`config.mk`:
```
export PLATFORM = sky130hd
export DESIGN_NAME = uart_cmd_parser
export DESIGN_NICKNAME = d
export VERILOG_FILES = /design/src/rtl/uart_cmd_pkg.sv /design/src/rtl/uart_cmd_timeout.sv /design/src/rtl/uart_cmd_parser.sv
export SDC_FILE = /design/constraint.sdc
export NUM_CORES = 1
export LEC_CHECK = 0
export BUFFER_PORTS_ARGS = -buffer_cell sky130_fd_sc_hd__buf_2
export CELL_PAD_IN_SITES_DETAIL_PLACEMENT = 0
export CELL_PAD_IN_SITES_GLOBAL_PLACEMENT = 1
export CORE_ASPECT_RATIO = 1.5
export CORE_MARGIN = 2
export CORE_UTILIZATION = 25
export DETAILED_ROUTE_END_ITERATION = 10
export MAX_ROUTING_LAYER = met4
export PLACE_DENSITY_LB_ADDON = 0.1
export SYNTH_ARGS = -nofsm -noshare
export SYNTH_HDL_FRONTEND = slang
export SYNTH_SLANG_ARGS = --single-unit
export TNS_END_PERCENT = 10
```
`constraint.sdc`:
```
create_clock -name CLK -period 4.24 [get_ports CLK]
set_clock_uncertainty 0.1 [all_clocks]
set_input_delay 0.212 -clock CLK [delete_from_list [all_inputs] [get_ports CLK]]
set_output_delay 0.212 -clock CLK [all_outputs]
set_load 0.05 [all_outputs]
```
`src/rtl/uart_cmd_pkg.sv`:
```
`default_nettype none
// ============================================================================
// Module      : uart_cmd_pkg
// Description : Shared state encoding and constants for the UART command parser.
// Revision    : 1.0 - initial release
// ============================================================================
package uart_cmd_pkg;

    typedef enum logic [2:0] {
        S_IDLE    = 3'd0,
        S_WR_ADDR = 3'd1,
        S_WR_DATA = 3'd2,
        S_RD_ADDR = 3'd3,
        S_RD_WAIT = 3'd4,
        S_RSP     = 3'd5
    } state_t;

    localparam logic [7:0] c_WR_OPCODE      = 8'hAA;
    localparam logic [7:0] c_RD_OPCODE      = 8'hBB;
    localparam logic [7:0] c_ERR_RSP        = 8'hEE;
    localparam int         c_TIMEOUT_CYCLES = 4096;

endpackage
`default_nettype wire

```
`src/rtl/uart_cmd_timeout.sv`:
```
`default_nettype none
// ============================================================================
// Module      : uart_cmd_timeout
// Description : Inter-byte / read-return watchdog; expires at TIMEOUT_CYCLES-1.
// Revision    : 1.0 - initial release
// ============================================================================
module uart_cmd_timeout
    import uart_cmd_pkg::*;
#(
    parameter int TIMEOUT_CYCLES = c_TIMEOUT_CYCLES
) (
    input  logic clk,
    input  logic rst_n,
    input  logic i_clr,
    input  logic i_en,
    output logic o_expire
);

    localparam int                 c_CNT_W = (TIMEOUT_CYCLES > 2) ? $clog2(TIMEOUT_CYCLES) : 1;
    localparam logic [c_CNT_W-1:0] c_LAST  = c_CNT_W'(TIMEOUT_CYCLES - 1);

    logic [c_CNT_W-1:0] r_cnt;

    // Saturates at the terminal value so a stalled enable cannot wrap.
    always_ff @(posedge clk or negedge rst_n) begin
        if (!rst_n) begin
            r_cnt <= '0;
        end else if (i_clr) begin
            r_cnt <= '0;
        end else if (i_en && !o_expire) begin
            r_cnt <= r_cnt + c_CNT_W'(1);
        end
    end

    assign o_expire = (r_cnt == c_LAST);

endmodule
`default_nettype wire

```
`src/rtl/uart_cmd_parser.sv`:
```
`default_nettype none
// ============================================================================
// Module      : uart_cmd_parser
// Description : Decodes UART RX bytes into register writes/reads and a read
//               response stream. Option UART_CMD_ERR_RSP_EN: errors also emit
//               an 8'hEE response byte.
// Revision    : 1.0 - initial release
// ============================================================================
module uart_cmd_parser
    import uart_cmd_pkg::*;
#(
    parameter int                    DATA_WIDTH     = 8,
    parameter int                    ADDR_WIDTH     = 4,
    parameter int                    TIMEOUT_CYCLES = c_TIMEOUT_CYCLES,
    parameter logic [DATA_WIDTH-1:0] WR_OPCODE      = DATA_WIDTH'(c_WR_OPCODE),
    parameter logic [DATA_WIDTH-1:0] RD_OPCODE      = DATA_WIDTH'(c_RD_OPCODE)
) (
    input  logic                  CLK,
    input  logic                  RST,
    input  logic [DATA_WIDTH-1:0] RX_P_DATA,
    input  logic                  RX_D_VLD,
    input  logic                  PAR_ERR,
    input  logic                  STP_ERR,
    output logic                  WrEn,
    output logic                  RdEn,
    output logic [ADDR_WIDTH-1:0] Address,
    output logic [DATA_WIDTH-1:0] WrData,
    input  logic [DATA_WIDTH-1:0] RdData,
    input  logic                  RdData_Valid,
    output logic [DATA_WIDTH-1:0] RSP_DATA,
    output logic                  RSP_VLD,
    input  logic                  RSP_READY,
    output logic                  FRAME_ERR
);

    state_t                r_state;
    state_t                w_next;
    logic                  r_wr_en;
    logic                  r_rd_en;
    logic                  r_frame_err;
    logic [ADDR_WIDTH-1:0] r_addr;
    logic [DATA_WIDTH-1:0] r_wr_data;
    logic [DATA_WIDTH-1:0] r_rsp_data;
    logic                  w_accept;
    logic                  w_bad;
    logic                  w_rx_state;
    logic                  w_err;
    logic                  w_cnt_en;
    logic                  w_cnt_clr;
    logic                  w_expire;
    logic                  w_rsp_load;
    logic [DATA_WIDTH-1:0] w_rsp_din;

    assign w_accept   = RX_D_VLD & ~PAR_ERR & ~STP_ERR;
    assign w_bad      = RX_D_VLD & (PAR_ERR | STP_ERR);
    assign w_rx_state = (r_state == S_IDLE) || (r_state == S_WR_ADDR) ||
                        (r_state == S_WR_DATA) || (r_state == S_RD_ADDR);

    always_comb begin
        w_next     = r_state;
        w_err      = 1'b0;
        w_cnt_en   = 1'b0;
        w_rsp_load = 1'b0;
        w_rsp_din  = RdData;
        case (r_state)
            S_IDLE: begin
                if (w_accept && RX_P_DATA == WR_OPCODE)      w_next = S_WR_ADDR;
                else if (w_accept && RX_P_DATA == RD_OPCODE) w_next = S_RD_ADDR;
            end
            S_WR_ADDR: begin
                w_cnt_en = 1'b1;
                if (w_accept) w_next = S_WR_DATA;
            end
            S_WR_DATA: begin
                w_cnt_en = 1'b1;
                if (w_accept) w_next = S_IDLE;
            end
            S_RD_ADDR: begin
                w_cnt_en = 1'b1;
                if (w_accept) w_next = S_RD_WAIT;
            end
            S_RD_WAIT: begin
                w_cnt_en = 1'b1;
                if (RdData_Valid) begin
                    w_next     = S_RSP;
                    w_rsp_load = 1'b1;
                end
            end
            S_RSP: begin
                if (RSP_READY) w_next = S_IDLE;
            end
            default: w_next = S_IDLE;
        endcase

        // Bad bytes abort; timeout only fires when the cycle made no progress.
        if ((w_rx_state && w_bad) || (w_cnt_en && w_expire && w_next == r_state)) begin
            w_err = 1'b1;
`ifdef UART_CMD_ERR_RSP_EN
            w_next     = S_RSP;
            w_rsp_load = 1'b1;
            w_rsp_din  = DATA_WIDTH'(c_ERR_RSP);
`else
            w_next     = S_IDLE;
`endif
        end
    end

    assign w_cnt_clr = w_accept || (w_next != r_state) || !w_cnt_en;

    uart_cmd_timeout #(
        .TIMEOUT_CYCLES (TIMEOUT_CYCLES)
    ) u_timeout (
        .clk      (CLK),
        .rst_n    (RST),
        .i_clr    (w_cnt_clr),
        .i_en     (w_cnt_en),
        .o_expire (w_expire)
    );

    always_ff @(posedge CLK or negedge RST) begin
        if (!RST) begin
            r_state     <= S_IDLE;
            r_wr_en     <= 1'b0;
            r_rd_en     <= 1'b0;
            r_frame_err <= 1'b0;
            r_addr      <= '0;
            r_wr_data   <= '0;
            r_rsp_data  <= '0;
        end else begin
            r_state     <= w_next;
            r_frame_err <= w_err;
            r_wr_en     <= (r_state == S_WR_DATA) && w_accept;
            r_rd_en     <= (r_state == S_RD_ADDR) && w_accept;
            if (((r_state == S_WR_ADDR) || (r_state == S_RD_ADDR)) && w_accept)
                r_addr <= RX_P_DATA[ADDR_WIDTH-1:0];
            if ((r_state == S_WR_DATA) && w_accept)
                r_wr_data <= RX_P_DATA;
            if (w_rsp_load)
                r_rsp_data <= w_rsp_din;
        end
    end

    assign WrEn      = r_wr_en;
    assign RdEn      = r_rd_en;
    assign Address   = r_addr;
    assign WrData    = r_wr_data;
    assign RSP_DATA  = r_rsp_data;
    assign RSP_VLD   = (r_state == S_RSP);
    assign FRAME_ERR = r_frame_err;

endmodule
`default_nettype wire

```
==> results of run 1 <==
[synth_stat cells (4+ instances only)]
cell type	n
xnor2_1	7
mux2_2	20
nor3b_1	4
nor2_1	14
and3_1	5
nor3_2	5
nand3_1	9
nor3_1	4
xor2_1	4
dfrtp_1	38
[worst max-delay path by stage]
stage          startpoint                   to  slack (ns)  cells past startpoint
2_1_floorplan  r_state[2]  u_timeout.r_cnt[11]        2.50                      7
3_3_place_gp   r_state[1]   u_timeout.r_cnt[5]        1.72                      5
3_5_place_dp   r_state[2]   u_timeout.r_cnt[5]        1.64                      5
4_1_cts        r_state[2]   u_timeout.r_cnt[5]        1.63                      5
5_1_grt        r_state[2]   u_timeout.r_cnt[5]        1.32                      5
6_report       r_state[2]   u_timeout.r_cnt[5]        1.65                      5
[cell families after synthesis]
family,after synthesis,synth area share [%]
simple gates,60,20.8
flops,38,52.0
mux,20,12.3
compound gates,15,6.50
xor+xnor,11,5.27
buf+inv,7,2.46
fa+ha+maj,1,0.684
[state kept, by name, summed over array words and instances, names as in the netlist]
signal,count
Address,4
FRAME_ERR,1
RSP_DATA,8
RdEn,1
WrData,8
WrEn,1
r_state,3
u_timeout.r_cnt,12
[report_power, final]
group / total, W / internal (W) / switching (W)
logic: 0.000255 / 0.0000683 / 0.000186
clock network: 0.000240 / 0.000111 / 0.000130
registers: 0.000422 / 0.000402 / 0.0000208
total: 0.000917 / 0.000580 / 0.000337
[cells in the final DEF (no fill, tap or decap), types with 5 or more instances in the layout]
cell type	n
nor2_1	14
and3_1	5
nor3_2	5
buf_2	46
mux2_2	20
nand3_1	9
clkbuf_8	5
xnor2_1	7
dfrtp_1	38
[stage by stage]
| step | cell area, sq um | utilization, % |
|---|---|---|
| floorplan | 1830 | - |
| global placement | 2150 | 29.9 |
| detailed placement | 2150 | 29.9 |
| CTS | 2240 | 31.1 |
| global route | 2240 | 31.1 |
| finish | 2240 | 31.1 |
[per-layer routing]
metal  wire length, um  share of wire [%]  track usage, %  vias to the layer above
met5                 0                  0               -                        -
met4                65                1.5            5.19                        0
met3               103                2.4            2.40                        6
met2              2490                 57            21.9                       24
met1              1720                 39            12.2                      671
li1                  -                  -               -                      635
[worst max-delay path: cells and delay by family (launching register included)]
| kind | cells | cell delay (ns) |
|---|---|---|
| AOI/OAI and AO/OA | 2 | 1.21 |
| DFF | 1 | 0.59 |
| and+or+nand+nor | 3 | 0.51 |
[layout make-up]
type	count	area, sq um	area share, %
timing repair buffer	47	240	10.7
clock buffer	5	68.8	3.08
multi-input combinational	107	833	37.3
inverter	2	7.51	0.336
clock inverter	2	10.0	0.448
tap	100	125	5.60
sequential	38	951	42.5
==> flow_metrics.tcl, run 1 <==
set metrics [dict create \
    outcome "completed" \
    final_cells 301 \
    whs_ns 0.0551 \
    cpPeakStageDelay_ns 1.04 \
    synthFlopType "dfrtp_1" \
    async_flop_share_pct 100 \
    fp-row-count 38 \
    path_cells "nand2b_1, nor2_1, o2111ai_1, a32oi_1, nor3_1" \
    hold_path.startpoint "RdData[6]" \
    cp_slowest_cell "a32oi_1" \
    drtAntennaViolNets 0 \
    fin_nets 225 \
    drv_cap 0 \
    slew_headroom_pct 14.6 \
    cp-end-kind "register" \
    syn_nets 176 \
    yosys_warnings 0 \
    hold_path.class "input pin to register" \
    wire_per_inst_um 14.5 \
    cts.sinks 38 \
    place_hpwl_mm 3.34 \
    vdd_drop_max_v 0.000208 \
    setup_viol 0 \
    rrSetupSlack_ns 1.65 \
    wl_mm 4.38 \
    r2r_end "u_timeout.r_cnt[5]" \
    pre_cts_slack_ns 1.64 \
    min_path_cells 2 \
    whs_endpoint "RSP_DATA[6]" \
    tightest_slew_ns 1.28 \
    antennaDiodeCount 0 \
    dieArea_sq_um 8030 \
    drc 0 \
    yosysSeqAreaShare_pct 52.0 \
    cts_buffers 5 \
    syn_avg_cell_area_sq_um 12.0 \
    htreeDepth 2 \
    areaGrowthSynthToFinish_pct 22.2 \
    required_ns 4.25 \
    fillers 770 \
    worstSetupStartpointType "register" \
    cp_max_fo 12 \
    first_pass_iters 4 \
    arrival_ns 2.60 \
    drt_iter0_drc 46 \
    yosysTopAreaCell "dfrtp_1" \
    die_x_um 73.8 \
    p_leak_nw 1.05 \
    max_freq_mhz 386 \
    rr_worst_depth 5 \
    antenna_found_initial 0 \
    clockBufferDepth 2 \
    fp.dieH_um 109 \
    cts_root_buf "clkbuf_8" \
    rsz0062_at_grt "no" \
    setup-tns-final_ns 0 \
    grt_pass1_vias 1476 \
    ctsResizeCount 0 \
    post_cts_buffers 0 \
    core_area_sq_um 7180 \
    placed_cells 293 \
    synth_edf_count 0 \
    slew_viol_final 0 \
    gr-total-overflow 0 \
    place_congestion 0.725 \
    min_period_ns 2.59 \
    hold_buffers 1 \
    start_util_pct 25.5 \
    vias_per_cell 4.44 \
    synth.area.top_cells "dfrtp_1, mux2_2, xnor2_1, nor2_1, nor3_2" \
    ios 47 \
    power.density_nw_per_um2 410 \
    drive_gt1_share_pct 40.8 \
    worst-setup-path-type "register to register" \
    cts_tree "yes" \
    p_total_w 0.000917 \
    path_clk_slew_ns 0.08 \
    numPortBuffers 46 \
    grt_pass1_wl_mm 7.18 \
    setup_slack_ns 1.65 \
    grt_use_total_pct 12.1 \
    hold_viol 0 \
    synth-seq-cells 38 \
    syn_inst 152 \
    ys_types 38 \
    via_count 1336 \
    syn-cell-area_sq_um 1830 \
    clk_latency_ns 0.28 \
    r2r-start "r_state[2]" \
    grt_start_max_net_pins 39 \
    synth_top_area_share_pct 52.0 \
    fin_crit_sh_pct 61.1 \
]
Power figures use the tool's default switching activity.
==> run 2: changes to the inputs <==
ABC_AREA = 1   (was default)
clock period = 2.2 ns   (was 4.24 ns; I/O delays follow)
==> run 2 against run 1 <==
- the run now ends with hold timing left
- via count increased by 23%
- total power increased to 2.9 times the previous value
- setup slack worse by 1.5 ns
- design area rose by 21%
- non-clock buffer count rose by 25
- clock-buffer cell count is 2 higher
- utilization is 6.3 points higher
- synthesized cell count is 45% higher
- sequential power is 120% higher
- area after synthesis increased by 1.8%
- sequential share of layout area fell by 7.3 points
- worst hold slack worse by 0.055 ns
- largest cell class unchanged
==> flow_metrics.tcl, run 2 <==
set metrics [dict create \
    synth-seq-cells 38 \
    drive_gt1_share_pct 39.5 \
    whs_ns -0.000235 \
    first_pass_iters 4 \
    setup_viol 0 \
    tightest_slew_ns 0.514 \
    max_freq_mhz 478 \
    wire_per_inst_um 11.8 \
    async_flop_share_pct 100 \
    final_cells 399 \
    power.density_nw_per_um2 990 \
    cts.sinks 38 \
    antenna_found_initial 0 \
    crit_top_cell "nor2_2" \
    ys_types 28 \
    drc 0 \
    core_area_sq_um 7230 \
    grt_pass1_wl_mm 7.38 \
    htreeDepth 2 \
    syn-cell-area_sq_um 1860 \
    grt_use_total_pct 12.3 \
    yosysTopAreaCell "dfrtp_1" \
    largest_reg_flops 12 \
    drt_iter0_drc 49 \
    arrival_ns 2.18 \
    clockBufferDepth 2 \
    rsz0062_at_grt "yes" \
    fin_crit_sh_pct 95.1 \
    antennaDiodeCount 0 \
    dieArea_sq_um 8170 \
    cpPeakStageDelay_ns 0.41 \
    layout_commonest_cell "nand2_1" \
    violations "hold timing" \
    placed_cells 371 \
    vias_per_cell 4.11 \
    syn_nets 245 \
    critPathLaunch "u_timeout.r_cnt[1]" \
    combinationalPowerShare_pct 43.7 \
    ios 47 \
    fp.dieH_um 110 \
    synthFlopType "dfrtp_1" \
    p_leak_nw 1.35 \
    slew_viol_final 0 \
    cp_slowest_cell "dfrtp_1" \
    areaGrowthSynthToFinish_pct 45.3 \
    syn_inst 221 \
    place_congestion 0.742 \
    gr-total-overflow 0 \
    cp-end-kind "register" \
    path_clk_slew_ns 0.07 \
    synth.area.top_cells "dfrtp_1, nand2_1, inv_1, nand3_1, nor2_1" \
    p_seq_share_pct 34.3 \
    hold_path.class "input pin to register" \
    r2r_end "u_timeout.r_cnt[9]" \
    die_x_um 74.5 \
    outcome "complete, but fails checks" \
    worst-setup-path-type "register to register" \
    r2r-start "u_timeout.r_cnt[1]" \
    largest-register "u_timeout.r_cnt" \
    yosysSeqAreaShare_pct 51.0 \
    place_hpwl_mm 3.26 \
    fin_nets 322 \
    vdd_drop_max_v 0.000299 \
    hold_viol 1 \
    mostFrequentLayoutCells "nand2_1, buf_2, dfrtp_1" \
    internal_power_w 0.00154 \
    rr_worst_depth 13 \
    yosysMostFrequentCell "nand2_1" \
    wl_mm 4.71 \
    grt_pass1_vias 1581 \
    p_sw_w 0.00114 \
    cts_tree "yes" \
    yosys-top-cells-count "nand2_1, dfrtp_1, inv_1, nor2_1, nand3_1" \
    syn_avg_cell_area_sq_um 8.43 \
    fin_area_sq_um 2710 \
    start_util_pct 25.8 \
    yosys_warnings 0 \
    drtAntennaViolNets 0 \
    synth_edf_count 0 \
    slew_headroom_pct 65.7 \
    fillers 789 \
    required_ns 2.29 \
    grt_start_max_net_pins 39 \
    path_cells "ha_4, nand3_2, nor2_2, nand3_2, nor2_2, nand2_1, nor2_1, nand3_1, a31oi_2, nor2_2, nand4_4, clkbuf_16, nor2_2" \
    rrSetupSlack_ns 0.11 \
    numPortBuffers 46 \
    power_frac_clock_pct 22.1 \
    clk_latency_ns 0.30 \
    sw_frac_of_total_pct 42.5 \
    crit_end "u_timeout.r_cnt[9]" \
    fp-row-count 38 \
    drv_cap 0 \
    cp_max_fo 6 \
    min_period_ns 2.09 \
    via_count 1639 \
    placed_area_sq_um 2260 \
    cts_buffers 5 \
    synth_top_area_share_pct 51.0 \
    cts_root_buf "clkbuf_8" \
    worstSetupStartpointType "register" \
]
-- run 2: cell count changes in the layout (fill, tap and decap cells not counted), sizes merged, moves of 5 or more --
cell / change
nor3: -5
o21ai: +11
buf: +14
nor2: +19
nand2: +62
mux2: -20
dlygate4sd3: +9
inv: +24
nand3: +8
-- run 2: power groups by stage --
stage | registers [W] | logic (W) | clock network (W)
2_1_floorplan | 0.00137 | 0.000316 | 0
3_3_place_gp | 0.000935 | 0.00102 | 0
3_5_place_dp | 0.000936 | 0.00102 | 0
4_1_cts | 0.000922 | 0.00103 | 0.000616
5_1_grt | 0.000935 | 0.00127 | 0.000655
6_report | 0.000918 | 0.00117 | 0.000592
-- run 2: timing repair --
item | CTS | global route
hold buffers | 11 | 0
gates resized for setup | 0 | 36
setup endpoints to repair | 0 | 12
hold endpoints to repair | 48 | 0
buffers inserted | 0 | 10
-- run 2: how the worst min path moves through the flow --
stage	startpoint	endpoint	slack [ns]	cells after the start
after CTS	RX_P_DATA[3]	WrData[3]	0.002	3
after detailed placement	RST	WrData[2]	0.11	2
final	RX_P_DATA[3]	WrData[3]	-0.0002	3
after global routing	RX_P_DATA[3]	WrData[3]	0.01	3
after global placement	RST	WrData[2]	0.11	2
after floorplan	RST	Address[0]	-0.29	0
-- run 2: cells by family (layout without fill, tap and decap cells) --
family	after synthesis	after routing	synth area share, %
simple gates	127	127	32.6
flops	38	38	51.0
buf+inv	28	106	6.04
compound gates	17	17	4.90
xor+xnor	10	10	4.70
fa+ha+maj	1	1	0.671
-- run 2: layout make-up --
cell class	instances	area, sq um	area share [%]
clock buffer	7	76.3	2.82
timing repair buffer	72	490	18.1
tap	100	125	4.62
clock inverter	1	30.0	1.11
sequential	38	953	35.2
multi-input combinational	155	931	34.4
inverter	26	100	3.70
-- run 2: stage by stage --
step	TNS [ns]	setup WS [ns]	total power (W)	util, %
2_1_floorplan	0	0.276	0.00168	-
3_5_place_dp	0	0.00957	0.00195	31.3
5_1_grt	-0.232	-0.0361	0.00286	37.4
4_1_cts	0	0.00180	0.00257	34.3
3_3_place_gp	-0.0354	-0.0103	0.00196	31.3
6_report	0	0.109	0.00268	37.4
-- run 2: layer usage --
metal / track usage, % / part of all wire [%] / vias up
met4: 5.36 / 1.8 / 0
met5: - / 0 / -
met3: 2.84 / 4.9 / 6
li1: - / - / 846
met2: 20.2 / 50 / 37
met1: 14.1 / 43 / 750
-- run 2: critical path: cells and delay by family (launching register included) --
family	cells	cell delay [ns]
fa+ha+maj	1	0.16
flops	1	0.41
buf+inv	1	0.17
compound gates	1	0.20
simple gates	10	0.94
==> run 3: changes to the inputs <==
BUFFER_PORTS_ARGS = default   (was -buffer_cell sky130_fd_sc_hd__buf_2)
DONT_BUFFER_PORTS = 1   (was default)
==> run 3 against run 2 <==
- sequential power rose by 50%
- register-to-register slack improved by 0.05 ns
- sequential share of layout area up 3.5 points
- via count is 8.1% lower
- routed wire length is 5.0% lower
- critical path depth is 1 higher
- highest routed layer unchanged
- largest cell class unchanged
- the run now ends clean
==> flow_metrics.tcl, run 3 (same netlist as run 2, synthesis figures left out) <==
set metrics [dict create \
    path_clk_slew_ns 0.08 \
    vdd_drop_max_v 0.000320 \
    core_area_sq_um 7230 \
    fillers 788 \
    die_x_um 74.5 \
    tightest_slew_ns 0.489 \
    first_pass_iters 4 \
    fp.dieH_um 110 \
    crit_top_cell "nor2_2" \
    drv_cap 0 \
    drive_gt1_share_pct 26.3 \
    start_util_pct 25.8 \
    hold_path.class "input pin to register" \
    worstSetupStartpointType "register" \
    setup_viol 0 \
    drc 0 \
    antenna_found_initial 0 \
    cts_buffers 5 \
    max_freq_mhz 490 \
    numPortBuffers 0 \
    drt_iter0_drc 26 \
    slew_headroom_pct 67.4 \
    p_seq_share_pct 56.5 \
    hold_viol 0 \
    cts_tree "yes" \
    wl_mm 4.47 \
    cp_slowest_cell "dfrtp_2" \
    layout_commonest_cell "nand2_1" \
    antennaDiodeCount 0 \
    combinationalPowerShare_pct 19.3 \
    multi_input_area_sq_um 873 \
    cp_max_fo 7 \
    drtAntennaViolNets 0 \
    required_ns 2.32 \
    fin_crit_sh_pct 92.8 \
    worst-setup-path-type "register to register" \
    slew_viol_final 0 \
    place_congestion 0.768 \
    path_cells "inv_2, nand3_2, nor2_2, nor3_4, nand2_2, nand2_1, nand2_1, nor2_2, nand2_2, nand3_2, a21oi_2, nand4_2, buf_6, nor2_2" \
    mostFrequentLayoutCells "nand2_1, dfrtp_1, inv_1" \
    power_frac_clock_pct 24.2 \
    via_count 1507 \
    fin_area_sq_um 2460 \
    largest_reg_flops 12 \
    cts.sinks 38 \
    power.density_nw_per_um2 992 \
    cpPeakStageDelay_ns 0.45 \
    grt_pass1_wl_mm 7.38 \
    grt_start_max_net_pins 39 \
    grt_pass1_vias 1543 \
    place_hpwl_mm 3.21 \
    htreeDepth 2 \
    outcome "completed" \
    grt_use_total_pct 12.2 \
    fp-row-count 38 \
    p_leak_nw 1.13 \
    cts_root_buf "clkbuf_8" \
    dieArea_sq_um 8170 \
    vias_per_cell 4.20 \
    wire_per_inst_um 12.5 \
    seq_area_sq_um 955 \
    clk_latency_ns 0.28 \
    ios 47 \
    placed_area_sq_um 2030 \
    fin_nets 282 \
    p_sw_w 0.00107 \
    cp-end-kind "register" \
    largest-register "u_timeout.r_cnt" \
    sw_frac_of_total_pct 44.0 \
    internal_power_w 0.00137 \
    pre_cts_slack_ns -0.0542 \
    clockBufferDepth 2 \
    areaGrowthSynthToFinish_pct 32.2 \
    min_period_ns 2.04 \
    gr-total-overflow 0 \
    setup_slack_ns 0.159 \
    arrival_ns 2.16 \
    setup-tns-final_ns 0 \
]
## run 3: what timing repair did
action	CTS	global route
gates resized for setup	3	27
hold buffers	19	0
pin swaps	2	11
hold endpoints to repair	59	0
endpoints found under the setup margin	12	12
buffers inserted	2	4
## run 3: power groups by stage
stage	Combinational, W	Clock (W)	Sequential [W]
after floorplan	0.000316	0	0.00137
after detailed placement	0.000391	0	0.00140
after global placement	0.000395	0	0.00140
after global routing	0.000545	0.000651	0.00140
after CTS	0.000454	0.000621	0.00138
final	0.000471	0.000591	0.00138
## run 3: stage by stage
step,utilization (%),instances,power (W),hold WS [ns]
after CTS,32.6,355,0.00246,0.0330
after global placement,28.0,326,0.00179,-0.285
final,34.1,359,0.00244,0.0552
after floorplan,-,221,0.00168,-0.286
after global routing,34.1,359,0.00260,0.0853
after detailed placement,28.0,326,0.00179,-0.284
## run 3: final timing paths
kind                            cells past startpoint                from            endpoint  slack [ns]
worst max-delay path                               14          r_state[1]  u_timeout.r_cnt[5]        0.16
worst min-delay path                                4            RX_D_VLD                RdEn        0.06
worst max register to register                     14          r_state[1]  u_timeout.r_cnt[5]        0.16
worst min register to register                      2  u_timeout.r_cnt[0]  u_timeout.r_cnt[0]        0.44
max in group asynchronous                           2                 RST          r_state[1]        1.59
min in group asynchronous                           2                 RST           WrData[4]        0.18
## run 3: layout make-up
cell class              count  share of cell area, %
well taps                 100                   5.08
inverters                  26                   3.96
flip-flops and latches     38                   38.8
multi-input cells         155                   35.5
clock inverters             1                   1.22
repair buffers             32                   12.4
clock buffers               7                   3.10
## run 3: worst max-delay path, delay by kind of cell (launching register included)
kind	cells	cell delay [ns]
and+or+nand+nor	11	0.95
DFF	1	0.45
buffers and inverters	2	0.29
AOI/OAI and AO/OA	1	0.17
## run 3: routing by layer
layer / up-vias / GRT usage, % / part of all wire (%)
met5: - / - / 0
met4: 0 / 4.21 / 0.85
met3: 2 / 3.12 / 5.0
met2: 37 / 21.0 / 52
met1: 704 / 13.3 / 42
li1: 764 / - / -
